--- src/rtl/mul_pkg.sv ---
// Shared definitions for the multiplier cores: FSM states, Booth digit
// encoding and the operand-width derivations.
package mul_pkg;

    typedef enum logic {
        IDLE,
        RUN
    } state_t;

    // Booth digit: magnitude code in bits [1:0], sign in bit DIG_SIGN_BIT
    localparam logic [1:0]  DIG_ZERO     = 2'b00;
    localparam logic [1:0]  DIG_PM1      = 2'b01;
    localparam logic [1:0]  DIG_PM2      = 2'b10;
    localparam int unsigned DIG_SIGN_BIT = 2;

    // Internal width: two guard bits make full-range unsigned operands exact
    function automatic int calc_w(input int n);
        return n + 2;
    endfunction

    // Iteration count: two multiplier bits retired per cycle
    function automatic int calc_k(input int n);
        return (n + 2) / 2;
    endfunction

endpackage

--- src/rtl/booth_enc.sv ---
// Combinational radix-4 Booth recoder: triplet {r[2i+1], r[2i], r[2i-1]}
// to a digit in {0, +-1, +-2}.
module booth_enc
    import mul_pkg::*;
(
    input  logic [2:0] trip,
    output logic       neg,
    output logic       one,
    output logic       two
);

    logic [2:0] dig;

    // Recode triplet into sign/magnitude digit
    always_comb begin
        dig = {1'b0, DIG_ZERO};
        case (trip)
            3'b001, 3'b010: dig = {1'b0, DIG_PM1};
            3'b011:         dig = {1'b0, DIG_PM2};
            3'b100:         dig = {1'b1, DIG_PM2};
            3'b101, 3'b110: dig = {1'b1, DIG_PM1};
            default:        dig = {1'b0, DIG_ZERO};
        endcase
        neg = dig[DIG_SIGN_BIT];
        one = (dig[1:0] == DIG_PM1);
        two = (dig[1:0] == DIG_PM2);
    end

endmodule

--- src/rtl/booth_mul.sv ---
// Sequential radix-4 Booth multiplier, signed or unsigned per operation,
// start/done handshake with busy flag.
module booth_mul
    import mul_pkg::*;
#(
    parameter int N = 8
) (
    input  logic           clk,
    input  logic           rst,
    input  logic [N-1:0]   m,
    input  logic [N-1:0]   r,
    input  logic           sgn,
    input  logic           start,
    output logic [2*N-1:0] prod,
    output logic           done,
    output logic           busy
);

    localparam int W  = calc_w(N);
    localparam int K  = calc_k(N);
    localparam int CW = $clog2(K + 1);
    localparam int AW = 2 * W + 1;
    localparam int SW = W + 2;

    generate
        if (N < 4 || (N % 2) != 0) begin : g_bad_n
            $error("booth_mul: N must be even and >= 4");
        end
    endgenerate

    state_t        state, state_nx;
    logic [W-1:0]  mreg;
    // acc = {upper accumulator A (W bits), multiplier Q (W bits), r[-1]}
    logic [AW-1:0] acc;
    logic [AW-1:0] acc_nx;
    logic [CW-1:0] cnt;
    logic          neg, one, two;
    logic [SW-1:0] mag, addend, sum;
    logic          accept, last;

    booth_enc u_enc (
        .trip (acc[2:0]),
        .neg  (neg),
        .one  (one),
        .two  (two)
    );

    // Form the +-M/+-2M addend and the next shifted accumulator
    always_comb begin
        mag = '0;
        if (one) begin
            mag = {{2{mreg[W-1]}}, mreg};
        end else if (two) begin
            mag = {mreg[W-1], mreg, 1'b0};
        end
        addend = neg ? (~mag + SW'(1)) : mag;
        sum    = {{2{acc[AW-1]}}, acc[AW-1:W+1]} + addend;
        // arithmetic shift by 2: new A is sum/4, sum[1:0] enter the top of Q
        acc_nx = {sum, acc[W:2]};
    end

    assign accept = (state == IDLE) && start;
    assign last   = (state == RUN) && (cnt == CW'(1));

    // State register
    always_ff @(posedge clk or posedge rst) begin
        if (rst) begin
            state <= IDLE;
        end else begin
            state <= state_nx;
        end
    end

    // Next-state logic and busy flag
    always_comb begin
        state_nx = state;
        busy     = 1'b0;
        case (state)
            IDLE: begin
                if (start) begin
                    state_nx = RUN;
                end
            end
            RUN: begin
                busy = 1'b1;
                if (last) begin
                    state_nx = IDLE;
                end
            end
            default: state_nx = IDLE;
        endcase
    end

    // Operand capture, iteration datapath and result register
    always_ff @(posedge clk or posedge rst) begin
        if (rst) begin
            mreg <= '0;
            acc  <= '0;
            cnt  <= '0;
            prod <= '0;
            done <= 1'b0;
        end else begin
            done <= 1'b0;
            if (accept) begin
                mreg <= {{2{sgn & m[N-1]}}, m};
                acc  <= {{W{1'b0}}, {2{sgn & r[N-1]}}, r, 1'b0};
                cnt  <= CW'(K);
            end else if (state == RUN) begin
                acc <= acc_nx;
                cnt <= cnt - CW'(1);
                if (last) begin
                    prod <= acc_nx[2*N:1];
                    done <= 1'b1;
                end
            end
        end
    end

endmodule

--- config.mk ---
export PLATFORM = sky130hd
export DESIGN_NAME = booth_mul
export DESIGN_NICKNAME = d
export VERILOG_FILES = /design/src/rtl/mul_pkg.sv /design/src/rtl/booth_enc.sv /design/src/rtl/booth_mul.sv
export SDC_FILE = /design/constraint.sdc
export NUM_CORES = 1
export LEC_CHECK = 0
export ABC_AREA = 1
export CORE_MARGIN = 5
export CORE_UTILIZATION = 40
export CTS_BUF_LIST = sky130_fd_sc_hd__clkbuf_4
export DETAILED_ROUTE_END_ITERATION = 16
export PLACE_DENSITY = 0.65
export SLEW_MARGIN = 20
export SYNTH_ARGS = -nofsm -noshare
export SYNTH_HDL_FRONTEND = slang
export SYNTH_SLANG_ARGS = --single-unit
--- constraint.sdc ---
create_clock -name clk -period 5.78 [get_ports clk]
set_clock_uncertainty 0.1 [all_clocks]
set_input_delay 0.867 -clock clk [delete_from_list [all_inputs] [get_ports clk]]
set_output_delay 0.867 -clock clk [all_outputs]
set_load 0.05 [all_outputs]
After elaboration in Yosys (flattened, before gate mapping):

Cells that the tools add are included.

* flip-flop bits (word level): 51
* bits of input ports: 20
* word-level logic and storage cells: 44

* add/sub/neg operators: 3
* eq/ne operators: 9
* muxes and demuxes: 15
* bitwise logic cells: 5
* reduce and logical (&&, ||, !) cells: 6

Operator list (number)
* 21-bit two-way mux: 2
* 12-bit two-way mux: 3
* 12-bit by 1-bit adder with 12-bit output, second input constant: 1
* 12-bit adder: 1
* 12-bit NOT: 1
* 3-bit case mux with 4 select lines: 1
* 3-bit equality test, second input constant: 3
* 3-bit by 1-bit equality test with 1-bit output, second input constant: 2
* 3-bit by 2-bit equality test with 1-bit output, second input constant: 2
* 1-bit two-way mux: 6
* 3-bit two-way mux: 2
* 2-bit OR reduction: 2
* 3-bit AND reduction: 1
* 3-bit by 1-bit subtractor with 3-bit output, second input constant: 1
* 1-bit AND: 2
* 2-bit by 1-bit equality test with 1-bit output, second input constant: 1
* 2-bit equality test, second input constant: 1
* 1-bit logical AND: 2
* 1-bit NOT: 2
* 1-bit case mux with 2 select lines: 1
* 2-bit nonzero test: 1

Depth between registers and ports, before layout:

Gate-level depths: netlist of run 1.

* depth in word-level cells: 12
* gate-level depth with buffers: 22

Cells and area by module:

From an unflattened synthesis of run 1, not the netlist that was laid out.

* cells, all modules: 364
* area, all modules: 2939.1 µm²

By module, submodules not included
* booth_mul: instances 1, cells an instance 355, area each 2901.5 µm², seq. area each 1276.2 µm²
* booth_enc: instances 1, cells an instance 9, area each 37.5 µm², seq. area each 0.0 µm²

Worst setup path after synthesis of run 1:

No wires, ideal clock.

* kind: register to register
* start point: register acc[1]
* end point: register acc[20]
* setup time: 0.121 ns
* arrival: 2.664 ns
* data required time: 5.559 ns
* slack: 2.895 ns
* stages on the path, launching flop included: 23
* path buffers: 0
* clock period less this slack: 2.885 ns
* cells stage by stage: dfrtp_1 -> nand2_1 -> inv_2 -> nor2_4 -> nand2_2 -> nand2_1 -> inv_1 -> ha_1 -> nand2_1 -> nor2_1 -> nand4_1 -> nand2_1 -> xor2_1 -> inv_1 -> ha_1 -> inv_1 -> o21bai_1 -> a221oi_1 -> nand3_1 -> inv_1 -> nand3_1 -> nand3_1 -> nand2_1

* longest elaborated chain between the ends: 12
* elaborated cells on any way between the ends: 19
* classes of those cells: add/sub (2); eq/ne (8); mux (6); bitwise (1); reduce/logical (2)

RTL lines
* start, declared: line booth_mul.sv:34 `logic [AW-1:0] acc;`
* start signal, assigned: line booth_mul.sv:106 `acc <= {{W{1'b0}}, {2{sgn & r[N-1]}}, r, 1'b0};`
* start signal, assigned: line booth_mul.sv:109 `acc <= acc_nx;`
* 3-bit equality test (tied with other cells): line booth_enc.sv:17 `case (trip)`
* 2-bit OR reduction: line booth_enc.sv:17
* 3-bit case mux with 4 select lines (*): line booth_enc.sv:17
* 2-bit equality test: line booth_enc.sv:26 `two = (dig[1:0] == DIG_PM2);`
* 12-bit two-way mux: line booth_mul.sv:53 `end else if (two) begin`
* 12-bit two-way mux: line booth_mul.sv:51 `if (one) begin`
* 12-bit NOT: line booth_mul.sv:56 `addend = neg ? (~mag + SW'(1)) : mag;`
* 12-bit by 1-bit adder with 12-bit output: line booth_mul.sv:56
* 12-bit two-way mux (*): line booth_mul.sv:56
* 12-bit adder (*): line booth_mul.sv:57 `sum = {{2{acc[AW-1]}}, acc[AW-1:W+1]} + addend;`
* 21-bit two-way mux (*): line booth_mul.sv:108 `end else if (state == RUN) begin`
* 21-bit two-way mux (*): line booth_mul.sv:104 `if (accept) begin`

Mark *: on every way between the ends. The rest lies on a longest branch, timed or not. The select of a mux whose other input is x is not followed.
A chain may end at the register's enable or synchronous reset.

Worst setup path in the final report of run 1:

Ends and elaborated chain as after synthesis.

==> metrics.txt, run 1 <==
crit path buf inv count=5; commonest non-fill, non-tap cell in the layout=nand2_1; critical path fanouts, max=9; initial antenna violation count=0; # DRC=0; cell mode on critical path=nand2_1; drt via density=4.87; # IOs=38; Final setup viols=0; Num CTS Buffers=5; critical-path cell list=nand2_1 -> inv_2 -> nor2_4 -> nand2_2 -> nand2_1 -> inv_1 -> ha_1 -> nand2_1 -> nor2_1 -> nand4_1 -> nand2_1 -> xor2_1 -> inv_1 -> ha_1 -> inv_1 -> o21bai_1 -> a221oi_1 -> nand3_1 -> inv_1 -> nand3_1 -> nand3_1 -> nand2_1; Clock transition at path regs=0.16 ns; r2r setup slk=2.52 ns; core footprint=0.00687 mm²; worst-margin pin slew=0.888 ns; highest metal used=met4; Synth area leaders=dfrtp_1, nand2_1, ha_1; Clock Path Buffers=2; critical path capture point type=flip-flop; Fin Setup TNS=0 ns; Max transition margin=40.8%; min Tclk post-route=3.26 ns; status=finished clean; Ant. Diodes=0; metal2 WL=2.79 mm; Pre-antenna DRT Iters=5; area leader, netlist=dfrtp_1; Crit path required time=5.97 ns; Post-CTS Hold Buffers=0; syn_nets=386; Hold Crit Class=flip-flop to flip-flop; vias in the first global route=2279; CTS tree=done; Cells after Synth=351; average cell area after synthesis=8.17 µm²; cell family with most CP delay=simple AND/OR/NAND/NOR gates; Post-CTS Resized=0; Synth Register Bits=51; met3 wire len=181 µm; per-cell routed wire length=12.5 µm; CP arrival=3.45 ns; Die Area=0.00897 mm²; Area Growth Syn to Fin=18.2%; met1 wire length=2.98 mm; 1st-iter DRT viols=84; worst-skew pair later-pin latency=0.38 ns; gpl congestion=0.836; post-CTS setup buffers=0; post-route ant nets=0; cell area after synthesis=0.00287 mm²; top cell type's share of synthesized area=44.5%; Final Max Slew Viols=0; Die Y=94.7 µm; # H-tree levels=2; number of max-cap violations=0; Yosys Warn Count=0; Setup CP Type=flip-flop to flip-flop; wirelength, routed=6.05 mm; Fin. Hold Viols=0; Layout fillers=688; first-pass GRT wire length=10.4 mm; Total Routing Usage GR=14.5%; delay of the slowest critical-path stage=0.45 ns; clk sink count=51; commonest non-fill, non-tap cells in the layout=nand2_1, dfrtp_1, inv_1; sequential fraction of the synthesis area=44.5%; DIE WIDTH=94.7 µm; critical path's slowest cell=dfrtp_1; Final Net Count=422; clock root buffer=clkbuf_4; row count=30; DR vias=2358; fmax=307 MHz; unrepaired setup endpoints after global routing=false; post-DP HPWL=4.55 mm; Netlist cell types=35; period utilization=56.3%; critical path startpoint category=flip-flop; GR Overflow Total=0; share of cells above drive strength 1=7.73%; largest net degree at the start of global routing=52; PortBufs=37; initial core utilization=41.8%
layout make-up:
cell class | count | area, µm² | share of cell area [%]
Clock buffer | 5 | 37.5 | 1.11
Sequential cell | 51 | 1280 | 37.6
Inverter | 42 | 159 | 4.69
Clock inverter | 3 | 20.0 | 0.590
Tap cell | 96 | 120 | 3.54
Timing Repair Buffer | 37 | 370 | 10.9
Multi-Input combinational cell | 250 | 1410 | 41.5
sequential cells by signal, indices dropped and copies added (netlist names):
name / flops
cnt: 3
state: 1
done: 1
prod: 16
acc: 21
mreg: 9
logic make-up after synthesis:
family	after synthesis	synth area share, %
AO/OA/AOI/OAI	68	14.3
buffers and inverters	50	6.54
XOR/XNOR	12	3.66
flip-flops	51	44.5
adder cells (fa/ha/maj)	15	6.80
AND/OR/NAND/NOR	155	24.2
per-layer routing:
layer | vias up | GRT usage [%]
met5 | - | 0
met4 | 0 | 4.81
met3 | 11 | 2.55
met2 | 43 | 23.2
met1 | 1079 | 19.7
li1 | 1225 | -
worst reg2reg max path: cells and delay by family (launching register included):
kind                     cells  cell delay [ns]
buffers and inverters        5             0.36
XOR/XNOR                     1             0.15
adder cells (fa/ha/maj)      2             0.52
AND/OR/NAND/NOR             12             1.25
AO/OA/AOI/OAI                2             0.39
flip-flops                   1             0.45
stage by stage:
| stage | utilization, % | instances | hold WS [ns] | instance area [µm²] | setup slack, ns |
|---|---|---|---|---|---|
| 2_1_floorplan | - | 351 | 0.353 | 2870 | 2.90 |
| 3_3_place_gp | 48.5 | 476 | 0.366 | 3330 | 2.62 |
| 3_5_place_dp | 48.5 | 476 | 0.373 | 3330 | 2.59 |
| 4_1_cts | 49.3 | 484 | 0.407 | 3390 | 2.56 |
| 5_1_grt | 49.4 | 484 | 0.424 | 3390 | 2.19 |
| 6_report | 49.4 | 484 | 0.404 | 3390 | 2.52 |
synth_stat cells:
library cell and number:
o221ai_1 9, a22o_1 1, nand4_2 1, xnor2_1 4, nor2_1 11, o21a_1 1
o2111ai_1 1, fa_1 1, xor2_1 8, nand3_1 20, o31ai_1 1, a31oi_1 1
a22oi_1 1, nand2_4 3, ha_1 14, o22ai_1 1, inv_1 40, nor2_2 2
nand2_1 98, a21oi_1 12, a221oi_1 1, o21ai_2 1, clkinv_1 1, clkbuf_1 8
inv_2 1, nor2_4 2, dfrtp_1 51, nor3_1 7, nand4_1 1, o311ai_0 1
o211ai_1 1, o21ai_0 34, nand2_2 10, o21bai_1 1, a21o_1 1
worst paths after layout:
kind | start | to | cells past startpoint
max | acc[1] | acc[20] | 22
min | prod[12] | prod[12] | 2
max reg2reg | acc[1] | acc[20] | 22
min reg2reg | prod[12] | prod[12] | 2
max in group asynchronous | rst | acc[0] | 2
min in group asynchronous | rst | prod[15] | 2
Power of run 1 is not shown: default switching activity piles up to over one toggle a cycle in this logic, so the estimate is an artifact.
==> run 2, diff against run 1 <==
Settings changed: PLACE_DENSITY 0.65 to 0.67.
Clock period 5.78 ns to 2.83 ns, I/O delays scaled along.
==> metrics.txt, run 2 (same netlist as run 1, synthesis figures left out) <==
initial core utilization=41.8% (unchanged); Max transition margin=47.2% (was 40.8%); Die Area=0.00897 mm² (unchanged); GR Layer Usage met1=20.5% (was 19.7%); clk sink count=51 (unchanged); post-layout worst setup margin=-0.0939 ns (was 2.52 ns); PortBufs=37 (unchanged); Crit path required time=2.97 ns (was 5.97 ns); gpl congestion=0.848 (was 0.836); Finished Layout Cells=524 (was 484); post-route ant nets=0 (unchanged); Setup CP Type=flip-flop to flip-flop (unchanged); # IOs=38 (unchanged); period utilization=103% (was 56.3%); wirelength, routed=7.06 mm (was 6.05 mm); Final Net Count=462 (was 422); Ant. Diodes=0 (unchanged); GR Util met3=2.79% (was 2.55%); worst-skew pair later-pin latency=0.37 ns (was 0.38 ns); area of the multi-input gates=0.00173 mm² (was 0.00141 mm²); DR vias=2562 (was 2358); Final Max Slew Viols=0 (unchanged); Final setup viols=7 (was 0); clock root buffer=clkbuf_4 (unchanged); Clock Path Buffers=2 (unchanged); met2 GRT Util=29.7% (was 23.2%); row count=30 (unchanged); initial antenna violation count=0 (unchanged); failing checks=setup timing; fmax=342 MHz (was 307 MHz); CP arrival=3.07 ns (was 3.45 ns); Area Growth Syn to Fin=40.3% (was 18.2%); critical path capture point type=flip-flop (unchanged); worst-margin pin slew=0.791 ns (was 0.888 ns); Fin Setup TNS=-0.407 ns (was 0 ns); commonest non-fill, non-tap cells in the layout=nand2_1, dfrtp_1, clkdlybuf4s50_1, buf_4, inv_1 (was nand2_1, dfrtp_1, inv_1); Num CTS Buffers=5 (unchanged); commonest non-fill, non-tap cell in the layout=nand2_1 (unchanged); Fin. Hold Viols=0 (unchanged); share of cells above drive strength 1=26.9% (was 7.73%); Pre-antenna DRT Iters=4 (was 5); post-DP HPWL=5.04 mm (was 4.55 mm); unrepaired setup endpoints after global routing=true (was false); drt via density=4.89 (was 4.87); GR Overflow Total=0 (unchanged); Layout fillers=596 (was 688); min Tclk post-route=2.92 ns (was 3.26 ns); largest net degree at the start of global routing=32 (was 52); core footprint=0.00687 mm² (unchanged); 1st-iter DRT viols=125 (was 84); DIE WIDTH=94.7 µm (unchanged); critical path startpoint category=flip-flop (unchanged); placed cell count=507 (was 476); GR peak layer=met2 (unchanged); per-cell routed wire length=13.5 µm (was 12.5 µm); Total Routing Usage GR=16.5% (was 14.5%); first-pass GRT wire length=11.8 mm (was 10.4 mm); vias in the first global route=2569 (was 2279); register bank with the most flops=acc (unchanged); # H-tree levels=2 (unchanged); # DRC=0 (unchanged); Register Area=0.00128 mm² (about the same); status=complete, but fails checks (was finished clean); Hold Crit Class=primary input to asynchronous set/reset pin (was flip-flop to flip-flop); number of max-cap violations=0 (unchanged); critical path fanouts, max=5 (was 9); Clock transition at path regs=0.16 ns (about the same); CTS tree=done (unchanged); worst hold slack=0.319 ns (was 0.404 ns); Die Y=94.7 µm (unchanged); max FFs per register=21 (unchanged); biggest regs=acc: 21 flops, prod: 16 flops, mreg: 9 flops (unchanged)
==> run 2: critical path, stage by stage (launching register included) <==
cell	delay, ns
dfrtp_1	0.46
nand2_2	0.12
inv_2	0.06
nor2_4	0.17
buf_4	0.17
nand2_4	0.05
nand2_4	0.09
nor2_2	0.07
a21oi_2	0.15
xnor2_1	0.14
inv_1	0.10
ha_4	0.32
nand2_2	0.09
nor3_4	0.19
a21oi_2	0.10
buf_4	0.14
xor2_1	0.17
o21ai_0	0.09
==> run 2: through the flow <==
| step | setup slack [ns] | util [%] | area (µm²) |
|---|---|---|---|
| after floorplan | 0.0336 | - | 2880 |
| after global placement | -0.0770 | 52.1 | 3580 |
| after detailed placement | -0.202 | 52.1 | 3580 |
| after CTS | -0.118 | 55.8 | 3830 |
| after global routing | -0.298 | 58.6 | 4030 |
| final | -0.0939 | 58.6 | 4030 |
==> run 2: cell type report <==
cell class | count | share of cell area (%)
multi-input cells | 250 | 42.9
flip-flops and latches | 51 | 31.7
repair buffers | 77 | 16.9
inverters | 42 | 3.98
well taps | 96 | 2.98
clock buffers | 5 | 0.933
clock inverters | 3 | 0.497
==> run 2: final timing paths <==
kind	cells past startpoint	start	slack (ns)	end
min in group clk	2	prod[6]	0.40	prod[6]
max in group asynchronous	3	rst	1.70	cnt[0]
worst max-delay path	17	acc[1]	-0.09	prod[15]
worst min-delay path	2	rst	0.32	acc[7]
worst min register to register	2	prod[6]	0.40	prod[6]
worst max register to register	17	acc[1]	-0.09	prod[15]
==> run 2: timing repair <==
action / 4_1_cts / 5_1_grt
pin swaps: 18 / 18
gates cloned: 0 / 0
hold buffers: 0 / 0
endpoints found under the setup margin: 10 / 16
hold endpoints to repair: 0 / 0
resized for setup: 33 / 35
buffers inserted: 6 / 3
==> run 2: layer usage <==
layer,up-vias,share of wire [%]
met5,-,0
met4,0,0.82
met3,6,3.5
met2,52,51
met1,1196,45
li1,1308,-
Power of run 2 is left out for the same reason.
==> run 3, diff against run 2 <==
Settings changed: CELL_PAD_IN_SITES_DETAIL_PLACEMENT set to 1, CELL_PAD_IN_SITES_GLOBAL_PLACEMENT set to 1, CORE_UTILIZATION 40 to 38, PLACE_DENSITY 0.67 to 0.82.
==> metrics.txt, run 3 (same netlist as run 1, synthesis figures left out) <==
status=complete, but fails checks (unchanged); failing checks=setup timing (unchanged); per-cell routed wire length=17.8 µm (was 13.5 µm); Final setup viols=10 (was 7); commonest non-fill, non-tap cell in the layout=nand2_1 (unchanged); 1st-iter DRT viols=64 (was 125); Clock Path Buffers=2 (unchanged); largest net degree at the start of global routing=32 (unchanged); max FFs per register=21 (unchanged); delay of the slowest critical-path stage=0.50 ns (was 0.46 ns); Ant. Diodes=0 (unchanged); first-pass GRT wire length=15.4 mm (was 11.8 mm); metal2 WL=5.09 mm (was 3.58 mm); worst hold slack=0.247 ns (was 0.319 ns); # DRC=0 (unchanged); number of max-cap violations=0 (unchanged); met3 wire len=307 µm (was 245 µm); Area Growth Syn to Fin=44.7% (was 40.3%); GR Overflow Total=0 (unchanged); CP arrival=3.33 ns (was 3.07 ns); post-DP HPWL=6.25 mm (was 5.04 mm); fin util=56.9% (was 58.6%); core footprint=0.00729 mm² (was 0.00687 mm²); post-layout worst setup margin=-0.257 ns (was -0.0939 ns); biggest regs=acc: 21 flops, prod: 16 flops, mreg: 9 flops (unchanged); register bank with the most flops=acc (unchanged); critical path fanouts, max=5 (unchanged); share of cells above drive strength 1=30.6% (was 26.9%); Fin. Hold Viols=0 (unchanged); Max transition margin=64.4% (was 47.2%); critical path capture point type=flip-flop (unchanged); r2r setup slk=-0.26 ns (was -0.09 ns); cell area after layout=0.00415 mm² (was 0.00403 mm²); commonest non-fill, non-tap cells in the layout=nand2_1, dfrtp_1, buf_4 (was nand2_1, dfrtp_1, clkdlybuf4s50_1, buf_4, inv_1); Hold Crit Class=primary input to asynchronous set/reset pin (unchanged); Num CTS Buffers=5 (unchanged); min Tclk post-route=3.09 ns (was 2.92 ns); clk sink count=51 (unchanged); clock root buffer=clkbuf_4 (unchanged); CP Capture Point=acc[17] (was prod[15]); PortBufs=37 (unchanged); DIE WIDTH=96.9 µm (was 94.7 µm); fmax=324 MHz (was 342 MHz); Post-CTS Hold Buffers=0 (unchanged); worst-margin pin slew=0.532 ns (was 0.791 ns); Total Routing Usage GR=20.0% (was 16.5%); DR vias=2786 (was 2562); Crit path required time=3.08 ns (was 2.97 ns); initial antenna violation count=0 (unchanged); vias in the first global route=3171 (was 2569); placed cell count=514 (was 507); drt via density=5.25 (was 4.89); period utilization=109% (was 103%); Finished Layout Cells=531 (was 524); Worst R2R Start=acc[0] (was acc[1]); worst-case reg-to-reg path depth=17 (unchanged); Final Net Count=466 (was 462); unrepaired setup endpoints after global routing=true (unchanged); Clock transition at path regs=0.17 ns (was 0.16 ns); met1 wire length=3.77 mm (was 3.17 mm); # H-tree levels=2 (unchanged); critical path's slowest cell=dfrtp_2 (was dfrtp_1); DP Area=0.00361 mm² (was 0.00358 mm²); Die Area=0.00939 mm² (was 0.00897 mm²); row count=31 (was 30); Die Y=96.9 µm (was 94.7 µm); highest metal used=met4 (unchanged); CTS tree=done (unchanged); critical path startpoint category=flip-flop (unchanged); worst-skew pair later-pin latency=0.40 ns (was 0.37 ns); critical-path cell list=nand2_4 -> inv_4 -> nor2_4 -> buf_4 -> nand2_4 -> nand3_1 -> nor2_4 -> a31oi_2 -> xnor2_1 -> inv_1 -> ha_1 -> buf_4 -> a21oi_4 -> o311ai_2 -> a21oi_1 -> o21ai_1 -> nand2_1 (was nand2_2 -> inv_2 -> nor2_4 -> buf_4 -> nand2_4 -> nand2_4 -> nor2_2 -> a21oi_2 -> xnor2_1 -> inv_1 -> ha_4 -> nand2_2 -> nor3_4 -> a21oi_2 -> buf_4 -> xor2_1 -> o21ai_0); gpl congestion=0.840 (was 0.848); Pre-antenna DRT Iters=4 (unchanged); Final Max Slew Viols=0 (unchanged); worst flop-to-flop path endpoint=acc[17] (was prod[15]); # IOs=38 (unchanged); crit path from=acc[0] (was acc[1]); Setup CP Type=flip-flop to flip-flop (unchanged); initial core utilization=39.3% (was 41.8%); wirelength, routed=9.45 mm (was 7.06 mm); post-route ant nets=0 (unchanged)
[run 3: changes by cell type in the layout (fill, tap and decap cells not counted), sizes merged]
cell      change
buf           +4
clkinvlp      -2
inv           +2
[run 3: per-stage QoR]
| stage | TNS (ns) | setup slack [ns] |
|---|---|---|
| CTS | -0.349 | -0.0715 |
| floorplan | 0 | 0.0336 |
| finish | -1.03 | -0.257 |
| detailed placement | -1.68 | -0.314 |
| global placement | -0.344 | -0.136 |
| global route | -2.60 | -0.405 |
[run 3: per-layer routing]
| layer | global-route usage [%] | vias up |
|---|---|---|
| met5 | 0 | - |
| met4 | 7.99 | 0 |
| met3 | 2.66 | 22 |
| met2 | 37.3 | 62 |
| met1 | 22.8 | 1391 |
| li1 | - | 1311 |
[run 3: worst min-delay path by stage]
stage	startpoint	to	slack, ns	depth (start not counted)
2_1_floorplan	cnt[2]	cnt[2]	0.35	1
4_1_cts	rst	prod[5]	0.26	2
6_report	rst	cnt[2]	0.25	2
5_1_grt	rst	acc[9]	0.26	2
3_5_place_dp	prod[10]	prod[10]	0.37	2
3_3_place_gp	prod[10]	prod[10]	0.36	2
[run 3: area by class of cell]
type                       instances  area (µm²)
inverter                          42         165
fill                             866        3140
clock inverter                     3        22.5
clock buffer                       5        37.5
multi-input combinational        250        1810
sequential                        51        1280
tap                               99         124
timing repair buffer              81         712
[run 3: critical path: cells and delay by family (launching register included)]
family,cells,cell delay (ns)
AND/OR/NAND/NOR,6,0.64
adder cells (fa/ha/maj),1,0.32
buffers and inverters,4,0.45
AO/OA/AOI/OAI,5,0.85
XOR/XNOR,1,0.16
flip-flops,1,0.50
[run 3: timing repair]
action                                  in CTS  in global routing
pin swaps                                   28                 32
setup buffers                                6                  3
gates resized for setup                     51                 43
cloned                                       0                  0
endpoints found under the setup margin      10                 13
Power of run 3 is left out for the same reason.
